===== config.mk =====
export PLATFORM = sky130hd
export DESIGN_NAME = chirp_sweep_ctrl
export DESIGN_NICKNAME = d
export VERILOG_FILES = /design/src/rtl/chirp_sweep_ctrl.sv
export SDC_FILE = /design/constraint.sdc
export NUM_CORES = 1
export LEC_CHECK = 0
export ABC_AREA = 1
export BUFFER_PORTS_ARGS = -buffer_cell sky130_fd_sc_hd__buf_2
export CAP_MARGIN = 10
export CORE_MARGIN = 2
export CORE_UTILIZATION = 51
export CTS_CLUSTER_SIZE = 20
export DETAILED_ROUTE_END_ITERATION = 10
export PLACE_DENSITY = 0.74
export SYNTH_ARGS = -nofsm -noshare
export SYNTH_HDL_FRONTEND = slang
export SYNTH_SLANG_ARGS = --single-unit
export TNS_END_PERCENT = 1

===== constraint.sdc =====
create_clock -name clk -period 10.8 [get_ports clk]
set_input_delay 2.16 -clock clk [delete_from_list [all_inputs] [get_ports clk]]
set_output_delay 2.16 -clock clk [all_outputs]
set_load 0.01 [all_outputs]

===== src/rtl/chirp_sweep_ctrl.sv =====
`default_nettype none
// ============================================================================
// Module      : chirp_sweep_ctrl
// Description : Linear chirp sequencer (sawtooth/triangle) driving an NCO ctrl word.
// Revision    : 1.0 - initial release
// ============================================================================
module chirp_sweep_ctrl #(
    parameter int N  = 32,
    parameter int SW = 16,
    parameter int DW = 16
) (
    input  logic          clk,
    input  logic          rst,
    input  logic          start,
    input  logic          abort,
    input  logic [N-1:0]  f_start,
    input  logic [N-1:0]  f_step,
    input  logic [SW-1:0] n_steps,
    input  logic [DW-1:0] dwell,
    input  logic          mode,
    input  logic [7:0]    n_sweeps,
    output logic [N-1:0]  ctrl_out,
    output logic          nco_rst,
    output logic          busy,
    output logic          done,
    output logic          sweep_wrap
);

    localparam logic [1:0] S_IDLE  = 2'd0;
    localparam logic [1:0] S_PRIME = 2'd1;
    localparam logic [1:0] S_UP    = 2'd2;
    localparam logic [1:0] S_DN    = 2'd3;

    logic [1:0]    r_state;
    logic [N-1:0]  r_f_start, r_f_step, r_acc;
    logic [SW-1:0] r_n_steps, r_k;
    logic [DW-1:0] r_dwell, r_dcnt;
    logic          r_mode;
    logic [7:0]    r_n_sweeps, r_sweeps;
    logic          r_nco_rst, r_busy, r_done, r_wrap;

    logic [1:0]    w_nxt_state;
    logic [N-1:0]  w_nxt_acc;
    logic [SW-1:0] w_nxt_k;
    logic [DW-1:0] w_nxt_dcnt;
    logic [7:0]    w_nxt_sweeps;
    logic          w_nxt_done, w_nxt_last, w_load;
    logic          w_tri, w_step_end, w_top, w_sweep_end, w_last_sweep;

    always_comb begin
        // A triangle with fewer than two steps has no down leg.
        w_tri        = r_mode && (r_n_steps > SW'(1));
        w_step_end   = (r_dcnt == r_dwell);
        w_top        = (r_k == r_n_steps);
        w_sweep_end  = w_step_end && (((r_state == S_UP) && w_top && !w_tri) ||
                                      ((r_state == S_DN) && (r_k == SW'(1))));
        w_last_sweep = (r_n_sweeps != 8'd0) && (r_sweeps == r_n_sweeps - 8'd1);

        w_nxt_state  = r_state;
        w_nxt_acc    = r_acc;
        w_nxt_k      = r_k;
        w_nxt_dcnt   = r_dcnt;
        w_nxt_sweeps = r_sweeps;
        w_nxt_done   = 1'b0;
        w_load       = 1'b0;

        case (r_state)
            S_IDLE: begin
                if (start && !abort) begin
                    w_nxt_state = S_PRIME;
                    w_nxt_acc   = f_start;
                    w_load      = 1'b1;
                end
            end
            S_PRIME: begin
                w_nxt_state = S_UP;
                w_nxt_k     = '0;
                w_nxt_dcnt  = '0;
            end
            default: begin
                if (!w_step_end) begin
                    w_nxt_dcnt = r_dcnt + DW'(1);
                end else begin
                    w_nxt_dcnt = '0;
                    if (w_sweep_end) begin
                        w_nxt_sweeps = r_sweeps + 8'd1;
                        if (w_last_sweep) begin
                            w_nxt_state = S_IDLE;
                            w_nxt_acc   = '0;
                            w_nxt_done  = 1'b1;
                        end else begin
                            w_nxt_state = S_UP;
                            w_nxt_k     = '0;
                            w_nxt_acc   = r_f_start;
                        end
                    end else if ((r_state == S_UP) && !w_top) begin
                        w_nxt_k   = r_k + SW'(1);
                        w_nxt_acc = r_acc + r_f_step;
                    end else begin
                        w_nxt_state = S_DN;
                        w_nxt_k     = r_k - SW'(1);
                        w_nxt_acc   = r_acc - r_f_step;
                    end
                end
            end
        endcase

        if (abort && (r_state != S_IDLE)) begin
            w_nxt_state = S_IDLE;
            w_nxt_acc   = '0;
            w_nxt_done  = 1'b0;
        end

        // sweep_wrap is registered, so flag the cycle before the sweep's last one.
        w_nxt_last = (w_nxt_dcnt == r_dwell) &&
                     (((w_nxt_state == S_UP) && (w_nxt_k == r_n_steps) && !w_tri) ||
                      ((w_nxt_state == S_DN) && (w_nxt_k == SW'(1))));
    end

    always_ff @(posedge clk) begin
        if (rst) begin
            r_state    <= S_IDLE;
            r_f_start  <= '0;
            r_f_step   <= '0;
            r_n_steps  <= '0;
            r_dwell    <= '0;
            r_mode     <= 1'b0;
            r_n_sweeps <= '0;
            r_acc      <= '0;
            r_k        <= '0;
            r_dcnt     <= '0;
            r_sweeps   <= '0;
            r_nco_rst  <= 1'b1;
            r_busy     <= 1'b0;
            r_done     <= 1'b0;
            r_wrap     <= 1'b0;
        end else begin
            r_state   <= w_nxt_state;
            r_acc     <= w_nxt_acc;
            r_k       <= w_nxt_k;
            r_dcnt    <= w_nxt_dcnt;
            r_sweeps  <= w_nxt_sweeps;
            if (w_load) begin
                r_f_start  <= f_start;
                r_f_step   <= f_step;
                r_n_steps  <= n_steps;
                r_dwell    <= dwell;
                r_mode     <= mode;
                r_n_sweeps <= n_sweeps;
                r_sweeps   <= '0;
            end
            r_nco_rst <= (w_nxt_state == S_IDLE) || (w_nxt_state == S_PRIME);
            r_busy    <= (w_nxt_state != S_IDLE);
            r_done    <= w_nxt_done;
            r_wrap    <= w_nxt_last;
        end
    end

    assign ctrl_out   = r_acc;
    assign nco_rst    = r_nco_rst;
    assign busy       = r_busy;
    assign done       = r_done;
    assign sweep_wrap = r_wrap;

endmodule
`default_nettype wire


; Yosys cells after proc, flatten, opt, wreduce, memory -nomap -nowiden
; Index checks and enable logic that the tools add are counted.
[totals]
regBits = 183
latchBits = 0
mem_bits_rw = 0
rom_bits = 0
input_bits = 109
out_inout_bits = 36
elab_cells = 95
memories = 0
[classes]
n_addsub = 7
mul = 0
n_div = 0
n_lt_le_gt_ge = 1
n_eq_ne = 14
n_shift = 0
muxes = 23
bitwise = 4
reduce_logical = 31
[op_table]
columns = operator, count
row1 = $mux W32, 5
row2 = $mux W16, 5
row3 = $eq A16 B16 Y1, 4
row4 = $pmux W16 S2, 2
row5 = $pmux W32 S2, 1
row6 = $add A16 B1 Y16 const B, 2
row7 = $add A32 B32 Y32, 1
row8 = $eq A16 B1 Y1 const B, 2
row9 = $sub A32 B32 Y32, 1
row10 = $gt A16 B1 Y1 const B, 1
row11 = $sub A16 B1 Y16 const B, 1
row12 = $logic_and A1 B1 Y1, 13
row13 = $mux W2, 6
row14 = $add A8 B1 Y8 const B, 1
row15 = $eq A2 B2 Y1 const B, 4
row16 = $eq A8 B8 Y1, 1
row17 = $reduce_bool A8 Y1, 1
row18 = $sub A8 B1 Y8 const B, 1
row19 = $reduce_and A3 Y1, 2
row20 = $reduce_bool A2 Y1, 3
row21 = $reduce_or A2 Y1, 3
row22 = $reduce_or A6 Y1, 1
row23 = $eq A2 B1 Y1 const B, 2
row24 = $logic_not A2 Y1, 2
row25 = 6 further kinds, 15

; Depth between registers and ports, before layout
; Gate-level depths: netlist of the first run.
[depth]
word_depth = 15
ltp_mapped = 33
mapped_depth_nobuf = 30

; Least setup slack after synthesis of the first run
; OpenSTA, ideal clock, no wires.
[synth_timing]
path_kind = reg-to-reg
start = reg r_k[6]
end = reg r_acc[21], in the netlist ctrl_out[21]
setup_time_ns = 0.122
t_arrival_ns = 3.664
t_required_ns = 10.678
slack_ns = 7.015
path_stages_with_launch = 31
n_path_buf = 3
synth_period_minus_slack_ns = 3.785
cell_sequence = dfxtp_1 > buf_6 > inv_4 > nand2_1 > nand2_1 > nor2_1 > nand2_1 > nor2_1 > nand2_2 > nand2_4 > buf_6 > clkbuf_1 > nand2_1 > xor2_1 > inv_1 > ha_1 > a21oi_1 > nand2_1 > a21oi_1 > o21ai_0 > inv_1 > nor2_1 > nor2_1 > inv_1 > nand2_1 > nand2_1 > a21oi_1 > o21bai_1 > xor2_1 > o21ai_0 > a21oi_1
[synth_between]
elab_chain_len = 8
word_cells_on_any_way = 13
classes_between = eq/ne: 2 / mux: 4 / reduce/logical: 7
[synth_rtl]
columns = item, line_no
row1 = "start, declared", 36  ; logic [SW-1:0] r_n_steps, r_k;
row2 = "start signal, assigned", 140  ; r_k <= w_nxt_k;
row3 = $eq A16 B16 Y1, 54  ; w_top = (r_k == r_n_steps);
row4 = $logic_and A1 B1 Y1 (2 in a row), 55  ; w_sweep_end = w_step_end && (((r_state == S_UP) && w_top && !w_tri) ||
row5 = $logic_or A1 B1 Y1, 55
row6 = $logic_and A1 B1 Y1, 55
row7 = $mux W32 (*), 85  ; if (w_sweep_end) begin
row8 = $mux W32 (*), 81  ; if (!w_step_end) begin
row9 = $pmux W32 S2 (*), 67  ; case (r_state)
row10 = "end signal, assigned", 139  ; r_acc <= w_nxt_acc;
row11 = "end, declared", 35  ; logic [N-1:0] r_f_start, r_f_step, r_acc;
; Every way passes the cells marked *; elsewhere a longest branch is shown, timed or not. The select of a mux whose other input is x is not followed.
; A chain may end at the register's enable or synchronous reset.

; Final worst setup path of the first run
[layout_timing]
start = reg r_k[7]
end = reg r_acc[27], in the netlist ctrl_out[27]
; Same word-level chain as after synthesis.

==> run summary, run 1 <==
In this run, the number of DRC markers left after iteration 0 of detailed routing was 1152. Measured against the total synthesized area, the mux share comes to 0%. In this run the worst path has a maximum fanout of 34. The post-cts sizing count is 0, and the post-detailed-route via-to-cell ratio is 5.49. For the pin count of the biggest net entering global routing, the log shows 106. Global routing finished with a remaining overflow of 0.

The routed design could run at a clock period as short as 5.11 ns. After layout, the worst path uses 47.3% of the clock period. The class of the tightest hold or removal check is reg -> reg. The sequential cell area in the final layout came out at 0.00366 mm2. The detailed-router iteration count before antenna repair is 6. The tree is rooted in a sky130_fd_sc_hd__clkbuf_16. Summing every instance area after synthesis gives 0.0125 mm2.

The number of routed nets with antenna violations was 0. The synthesized design spends more area on one cell type than any other, namely sky130_fd_sc_hd__dfxtp_1. The cell area after placement came out at 0.0133 mm2. After clock tree synthesis, the setup repair step added 0 buffers. In the global route stage, overall resource usage came out at 29.7%. The tools report the worst hold margin as 0.450 ns.

In this run, distinct cell masters in the synthesized netlist total 48. The placeable core area was 0.0242 mm2; the post-synthesis instance total was 1993. The logs give 0 ns for the sum of negative setup slack and 0 for the reported max-cap violation count. Of the total synthesized cell area, the portion taken by XOR and XNOR cells is 6.73%. The cell with the most instances after synthesis is sky130_fd_sc_hd__nand2_1. The multi-input combinational cells in the finished layout cover a total of 0.00755 mm2.

After detailed routing, the number of remaining DRC violations is 0. The total of endpoints with negative setup slack in the final report is 0, and the total vias in the final route is 13300. The number of antenna violations at the first check in global routing was 0. After synthesis, the largest family of logic cells by area is simple AND/OR/NAND/NOR gates. The flip-flop and latch count after synthesis was 183; the number of synthesis warnings was 0. Dividing the detail-routed wire length by the instance count gives 16.1 um. Final cell count without fillers: 2416. The clock-pin transition on the worst setup and hold timing paths was 0.07 ns. The run gives 1.96 mW as the overall power after layout. Critical path's most frequent cell: sky130_fd_sc_hd__nand2_1. Worst-case vdd ir drop: 0.105 mV. The clock passes through at most 2 buffers. Yosys mapped a number of flops with a built-in enable equal to 0. The simple-gate share of the synthesized area was 29.0%.

Counting tap cells, the placed design contains a total of 2383 instances. Sequential elements use 29.3% of the synthesized area. The H-tree was split into 4 levels. The number of filler instances in the final layout was 2420. The final-stage net count came out at 2227. The slew of the pin with the lowest slew margin was 0.951 ns; the final count of hold timing violations was 0. The number of placement rows was 57.

The gate family responsible for the most delay along the worst path is simple AND/OR/NAND/NOR gates. The aggregate routed wire length is 38900 um. The most instantiated flip-flop cell in the synthesis netlist was sky130_fd_sc_hd__dfxtp_1.

Counting the buffers created by CTS gives 17. The number of pins exceeding their max-slew limit in the final report is 0. Of all flip-flops after synthesis, the portion carrying an async set or reset was 0%.

The critical path arrival is 5.47 ns, and the clock latency of the later-clocked register in the worst-skew pair is 0.44 ns. Yosys attributes the largest share of cell area to sky130_fd_sc_hd__dfxtp_1, sky130_fd_sc_hd__nand2_1, sky130_fd_sc_hd__nor2_1, sky130_fd_sc_hd__o21ai_0, sky130_fd_sc_hd__a21oi_1. During placement, the flow inserted port buffers numbering 144.

The proportion of netlist area held by the largest area contributor works out to 29.3%. Cells with a size suffix above 1 make up 10.8% of the layout. The slowest stage of the critical path belongs to the cell sky130_fd_sc_hd__dfxtp_1. At the end of routability-driven placement, the weighted congestion stood at 1.02. The post-route standard cell area excluding fillers was 0.0139 mm2. The element type at the critical path end is a flip-flop. The net count of the mapped netlist is 2142, and the number of hold buffers added after cts is 0. Timing would allow up to 196 MHz.

The endpoint required time on the critical path was 11.16 ns. The area growth from synthesis to layout is 11.1%. The number of buffers and inverters on the critical path is 6.

The logs give 145 for the count of pins on the block boundary and 36.6% for the worst-case headroom to the max-slew limit. The worst setup path is launched from a flip-flop. For this configuration, the core starts out at a cell density of 51.7%.

The run gives 183 as the total clock sinks. The tools report the total half-perimeter wirelength after legalization and detailed placement as 28200 um. The setup path with the least slack is of type reg -> reg.

After synthesis, the most frequently instantiated cells are sky130_fd_sc_hd__nand2_1, sky130_fd_sc_hd__nor2_1, sky130_fd_sc_hd__inv_1. In this design, the stage delay of the slowest critical-path cell is 0.61 ns. The run gives 0.0137 ns as the worst-case clock skew. Setup repair after global routing left no endpoint under its margin. The die is 161 um wide. The power per cell area came out at 141 mW/mm2.

The logs give 61900 um for the wire length of the first global-routing pass and 0.0258 mm2 for the die outline area. TritonCTS built the clock tree. From bottom edge to top edge, the die measures 161 um.

Synthesized area per cell: 6.27 um2. The share of the synthesized area in compound gates (AO/OA/AOI/OAI) came out at 20.4%. Of the total synthesized cell area, the portion taken by full adders, half adders and majority gates is 4.07%. The logs give 12200 for the via count of the first global-routing pass and 6.50 nW for the static leakage. The flow ran to the end, and the final reports show no timing, DRC or antenna violations.
==> logic make-up after synthesis <==
group           after synthesis
compound gates              482
fa+ha+maj                    40
flops                       183
xor+xnor                     96
simple gates                870
buf+inv                     322
==> routing by layer <==
layer,share of wire [%],wire (um),track usage [%],up-vias
li1,-,-,-,6676
met1,43,16900,37.5,6017
met2,48,18500,52.1,489
met3,6.0,2340,4.29,83
met4,2.9,1140,9.62,0
met5,0,0,0,-
==> registers in the layout, indices dropped and copies added, names as in the netlist <==
name / cells
r_dwell: 16
nco_rst: 1
r_n_sweeps: 8
r_n_steps: 16
r_f_start: 32
r_dcnt: 16
r_k: 16
r_f_step: 32
r_sweeps: 8
busy: 1
ctrl_out: 32
done: 1
sweep_wrap: 1
r_mode: 1
r_state: 2
==> cell usage in the layout (no fill, tap or decap), drive strengths merged <==
| cell type | count |
|---|---|
| clkbuf | 21 |
| or2 | 3 |
| nor3b | 3 |
| xor2 | 74 |
| nor2 | 293 |
| diode | 1 |
| inv | 237 |
| o221ai | 1 |
| o21a | 5 |
| a211oi | 3 |
| nor4 | 3 |
| o22ai | 5 |
| a21boi | 4 |
| nand3b | 4 |
| o31ai | 1 |
| nand2 | 398 |
| a41oi | 1 |
| nand3 | 106 |
| xnor2 | 22 |
| clkinvlp | 1 |
| clkinv | 4 |
| or3 | 1 |
| nor3 | 29 |
| bufinv | 2 |
| o311ai | 2 |
| buf | 155 |
| fa | 1 |
| nand4 | 30 |
| a31oi | 13 |
| a21o | 3 |
| dfxtp | 183 |
| o2111ai | 2 |
| o21bai | 4 |
| a21oi | 205 |
| o211ai | 12 |
| ha | 39 |
| o21ai | 221 |
==> path summary, 6_finish.rpt <==
check,cells past startpoint,from,slack (ns),endpoint
worst max register to register,29,r_k[7]$_SDFF_PP0_,5.69,ctrl_out[27]$_SDFFE_PP0P_
worst min register to register,2,r_f_start[6]$_SDFFE_PP0P_,0.45,r_f_start[6]$_SDFFE_PP0P_
worst max-delay path,29,r_k[7]$_SDFF_PP0_,5.69,ctrl_out[27]$_SDFFE_PP0P_
worst min-delay path,2,r_f_start[6]$_SDFFE_PP0P_,0.45,r_f_start[6]$_SDFFE_PP0P_
==> per-stage QoR <==
step	utilization [%]	setup slack, ns
after floorplan	-	7.01
after global placement	55.0	6.01
after detailed placement	55.0	5.88
after CTS	57.4	5.78
after global routing	57.4	5.31
final	57.4	5.69
==> power breakdown <==
part           internal [mW]  switching [mW]  total (mW)
clock network          0.353           0.292       0.645
registers              0.712          0.0363       0.749
logic                  0.202           0.362       0.564
total                   1.27           0.690        1.96
==> worst reg2reg max path: cells and delay by family, from the launching register on <==
kind / cells / cell delay, ns
flip-flops: 1 / 0.61
adder cells (fa/ha/maj): 1 / 0.32
AO/OA/AOI/OAI: 4 / 0.89
AND/OR/NAND/NOR: 16 / 1.89
XOR/XNOR: 2 / 0.32
buffers and inverters: 6 / 0.99
==> cell type report <==
| type | instances | area share [%] |
|---|---|---|
| multi-input cells | 1488 | 54.4 |
| flip-flops and latches | 183 | 26.4 |
| inverters | 233 | 6.32 |
| repair buffers | 155 | 5.78 |
| clock buffers | 21 | 3.24 |
| well taps | 324 | 2.92 |
| clock inverters | 11 | 0.982 |
| diodes | 1 | 0.0180 |
Note: power is estimated with default switching activity, not from simulation.
==> inputs of run 2 (changes only) <==
--- a/config.mk
+++ b/config.mk
@@ -5,14 +5,14 @@
 export SDC_FILE = /design/constraint.sdc
 export NUM_CORES = 1
 export LEC_CHECK = 0
-export ABC_AREA = 1
+export ABC_AREA = 0
 export BUFFER_PORTS_ARGS = -buffer_cell sky130_fd_sc_hd__buf_2
 export CAP_MARGIN = 10
 export CORE_MARGIN = 2
 export CORE_UTILIZATION = 51
 export CTS_CLUSTER_SIZE = 20
 export DETAILED_ROUTE_END_ITERATION = 10
-export PLACE_DENSITY = 0.74
+export PLACE_DENSITY = 0.77
 export SYNTH_ARGS = -nofsm -noshare
 export SYNTH_HDL_FRONTEND = slang
 export SYNTH_SLANG_ARGS = --single-unit
==> constraint.sdc (replaced) <==
create_clock -name clk -period 4.55 [get_ports clk]
set_input_delay 0.91 -clock clk [delete_from_list [all_inputs] [get_ports clk]]
set_output_delay 0.91 -clock clk [all_outputs]
set_load 0.01 [all_outputs]
==> run summary, run 2 <==
The count of pins on the block boundary came out at 145 (unchanged). The run gives 61.2% (+3.8 points) as the post-route core utilization. Post-detailed-route via-to-cell ratio: 6.17 (+12%). For the detailed-router iteration count before antenna repair, the log shows 6 (unchanged). The final period utilization was 96.7% (+49 points). Of all cell types, the one taking the most synthesized area is sky130_fd_sc_hd__dfxtp_1.

The clock-pin transition on the worst setup and hold timing paths is 0.08 ns (about the same), and the number of buffers between clock root and the deepest sink is 2 (unchanged). The net count of the mapped netlist came out at 1833 (-14%). The flow ran to the end, and the final reports show no timing, DRC or antenna violations. The number of DRC violations after detailed-routing iteration 0 came out at 1527 (+33%). The run gives 0.0123 mm2 (-1.8%) as the cell area after synthesis. The logs give 0 (unchanged) for the total overflow reported by the global router and 0 (unchanged) for the number of synthesis warnings. For the number of H-tree levels, the log shows 4 (unchanged). The proportion of netlist area held by the largest area contributor was 29.9% (+0.54 points); the final weighted congestion in routability-driven placement was 0.982 (-3.8%). The number of placement rows is 56 (-1.8%), and the area growth from synthesis to final layout is 17.5%.

Flip-flop and latch count after synthesis: 183 (unchanged). The tools report the total of endpoints with negative setup slack in the final report as 0 (unchanged). For the number of filler instances in the final layout, the log shows 2127 (-12%). For the via count of the first global-routing pass, the log shows 12300 (+1.1%).

The tools report the wire length of the first global-routing pass as 64500 um (+4.2%). The antenna diode count is 0 (-1), and the final critical delay including setup and external delays is 4.40 ns (-0.713 ns). The worst hold margin was 0.456 ns (+0.00592 ns); the average wire per cell in the routed design was 19.1 um (+19%). The number of routed nets with antenna violations came out at 0 (unchanged). The placeable core area came out at 0.0235 mm2 (-2.6%). For the pre-CTS setup slack, the log shows -0.0460 ns (-5.92 ns). The run gives 52.1% (+0.43 points) as the starting density of the core. The run gives 13300 (+0.015%) as the total vias in the final route. For the final-stage net count, the log shows 1968 (-12%). For the post-layout worst setup margin, the log shows 0.151 ns (-5.54 ns). The tools report the sequential cell area in the final layout as 0.00366 mm2 (about the same).

The logs give 0.00818 mm2 (+8.4%) for the area of combinational cells with multiple inputs and 227 MHz (+16%) for the timing-limited maximum frequency. The logs give 4.73 ns (-0.74 ns) for the critical path arrival and 0 (unchanged) for the number of pins exceeding their max-slew limit in the final report. The logs give 5.64 nW (-13%) for the static leakage and 0 (unchanged) for the final count of hold timing violations. The run gives 41100 um (+5.7%) as the aggregate routed wire length. The reported max-cap violation count was 0 (unchanged).

Among all cell types in the netlist, the one instantiated most often is sky130_fd_sc_hd__nand2_1. The total clock sinks was 183 (unchanged); the number of antenna violations at the first check in global routing was 0 (unchanged). The worst-case vdd ir drop was 0.263 mV (+150%); the die span in y was 159 um (-0.89%).

The critical path is of the reg -> reg type. The largest individual stage delay along the critical path comes from the cell sky130_fd_sc_hd__or4_4. Leaving out fill and tap cells, the most frequent cells in the layout are sky130_fd_sc_hd__nand2_1, sky130_fd_sc_hd__a21oi_1, sky130_fd_sc_hd__dfxtp_1, sky130_fd_sc_hd__buf_2, sky130_fd_sc_hd__nor2_1. The number of CTS-inserted buffers was 17 (unchanged); the synthesized area per cell was 7.29 um2 (+16%). The root buffer cell chosen for the clock tree is sky130_fd_sc_hd__clkbuf_16. For the clock latency of the later-clocked register in the worst-skew pair, the log shows 0.46 ns (+0.02 ns). The die width is 159 um (-0.89%).

The run gives 29.9% (+0.54 points) as the portion of the post-synthesis area used by sequential elements. The most common cell after layout, fill and taps aside is sky130_fd_sc_hd__nand2_1. The largest driver fanout on the critical path is 4 (-88%), and the fraction of final layout cells sized beyond drive strength 1 is 18.2% (+7.4 points). The slew of the pin with the lowest slew margin was 1.13 ns (+0.182 ns). The tools report the sum of negative setup slack as 0 ns (unchanged). The number of buffers added on ports was 144 (unchanged).

The most used flip-flop cell after synthesis is sky130_fd_sc_hd__dfxtp_1. The tools report the endpoint required time on the critical path as 4.88 ns (-6.28 ns). Walking the worst path, the cells encountered are inv_1 -> ha_1 -> nand2_1 -> or3_4 -> or4_4 -> or2_4 -> nor4_4 -> nor2_1 -> xor2_1 -> ha_2 -> a21o_1 -> a21o_1 -> a221o_1 -> a31oi_4 -> a41oi_4 -> a21oi_2 -> xnor2_1 -> a221o_1 -> o211ai_1 -> a21oi_1.

The total half-perimeter wirelength after legalization and detailed placement is 28900 um (+2.4%), and the worst-case headroom to the max-slew limit is 24.3% (-12 points). Yosys attributes the largest share of cell area to sky130_fd_sc_hd__dfxtp_1, sky130_fd_sc_hd__nand2_1, sky130_fd_sc_hd__a21oi_1, sky130_fd_sc_hd__xnor2_1, sky130_fd_sc_hd__ha_1. The final routed DRC violation total came out at 0 (unchanged). The worst-case clock skew is 0.0149 ns (+0.00121 ns).

The delay contributed by the slowest stage of the critical path works out to 0.45 ns (-0.16 ns). The run gives 107 (+0.94%) as the pin count of the biggest net entering global routing. The class of the tightest hold or removal check was reg -> reg. The tools report the die outline area as 0.0253 mm2 (-1.8%).

The kind of start point of the critical path is a flip-flop. The post-synthesis cell type count came out at 89 (+85%). TritonCTS built the clock tree. The power per cell area is 353 mW/mm2 (+150%). The logs give 0 (unchanged) for the number of hold buffers added after cts and 1684 (-16%) for the post-synthesis instance total. The async set-reset flop share out of synthesis was 0% (unchanged); the total track usage was 31.0% (+1.3 points). The count of flip-flops with a built-in enable after synthesis came out at 0 (unchanged).

The worst setup path is captured at a flip-flop. The commonest cells after synthesis are sky130_fd_sc_hd__nand2_1, sky130_fd_sc_hd__a21oi_1, sky130_fd_sc_hd__dfxtp_1.
run 2: worst max-delay path: cells and delay by family, from the launching register on:
| family | cells | cell delay, ns |
|---|---|---|
| AOI/OAI and AO/OA | 9 | 1.79 |
| buffers and inverters | 1 | 0.07 |
| xor gates and xnor gates | 2 | 0.23 |
| DFF | 1 | 0.34 |
| and+or+nand+nor | 6 | 1.48 |
| adders and majority gates | 2 | 0.36 |
run 2: cell families after synthesis:
kind of cell               share of synthesized area (%)
and+or+nand+nor                                     25.5
AOI/OAI and AO/OA                                   25.2
DFF                                                 29.9
buffers and inverters                               5.16
xor gates and xnor gates                            9.21
adders and majority gates                           4.14
muxes                                              0.938
run 2: cell type report:
| class | instances | share of cell area (%) |
|---|---|---|
| inverter | 35 | 0.912 |
| timing repair buffer | 238 | 10.0 |
| clock inverter | 14 | 1.09 |
| clock buffer | 18 | 2.98 |
| sequential | 183 | 25.4 |
| tap | 319 | 2.77 |
| multi-input combinational | 1344 | 56.8 |
run 2: repair_timing:
action,4_1_cts,5_1_grt
endpoints found under the setup margin,4,16
gates resized for setup,2,34
pin swaps,0,13
setup buffers,0,6
gates cloned,0,0
run 2: stage by stage:
| step | instance area (um2) | total power [mW] | instances |
|---|---|---|---|
| 2_1_floorplan | 12300 | 2.96 | 1684 |
| 3_3_place_gp | 13600 | 3.42 | 2113 |
| 3_5_place_dp | 13600 | 3.44 | 2113 |
| 4_1_cts | 14200 | 4.94 | 2145 |
| 5_1_grt | 14400 | 5.31 | 2151 |
| 6_report | 14400 | 5.08 | 2151 |
run 2: final timing paths:
check / from / to / slack (ns) / cells after the start
hold reg to reg: r_f_start[0]$_SDFFE_PP0P_ / r_f_start[0]$_SDFFE_PP0P_ / 0.46 / 2
setup / recovery: r_f_step[1]$_SDFFE_PP0P_ / ctrl_out[24]$_SDFFE_PP0P_ / 0.15 / 20
setup reg to reg: r_f_step[1]$_SDFFE_PP0P_ / ctrl_out[24]$_SDFFE_PP0P_ / 0.15 / 20
hold / removal: r_f_start[0]$_SDFFE_PP0P_ / r_f_start[0]$_SDFFE_PP0P_ / 0.46 / 2
run 2: per-layer routing:
layer,track usage (%),vias up,wire (um)
met2,50.8,724,18900
met3,4.79,120,3410
met5,0,-,0
met1,41.3,6162,17500
met4,11.9,0,1370
li1,-,6261,-
run 2: report_power, final:
| part | internal (mW) | total, mW | switching (mW) |
|---|---|---|---|
| Clock | 0.738 | 1.52 | 0.777 |
| Sequential | 1.68 | 1.76 | 0.0843 |
| Combinational | 0.747 | 1.80 | 1.06 |
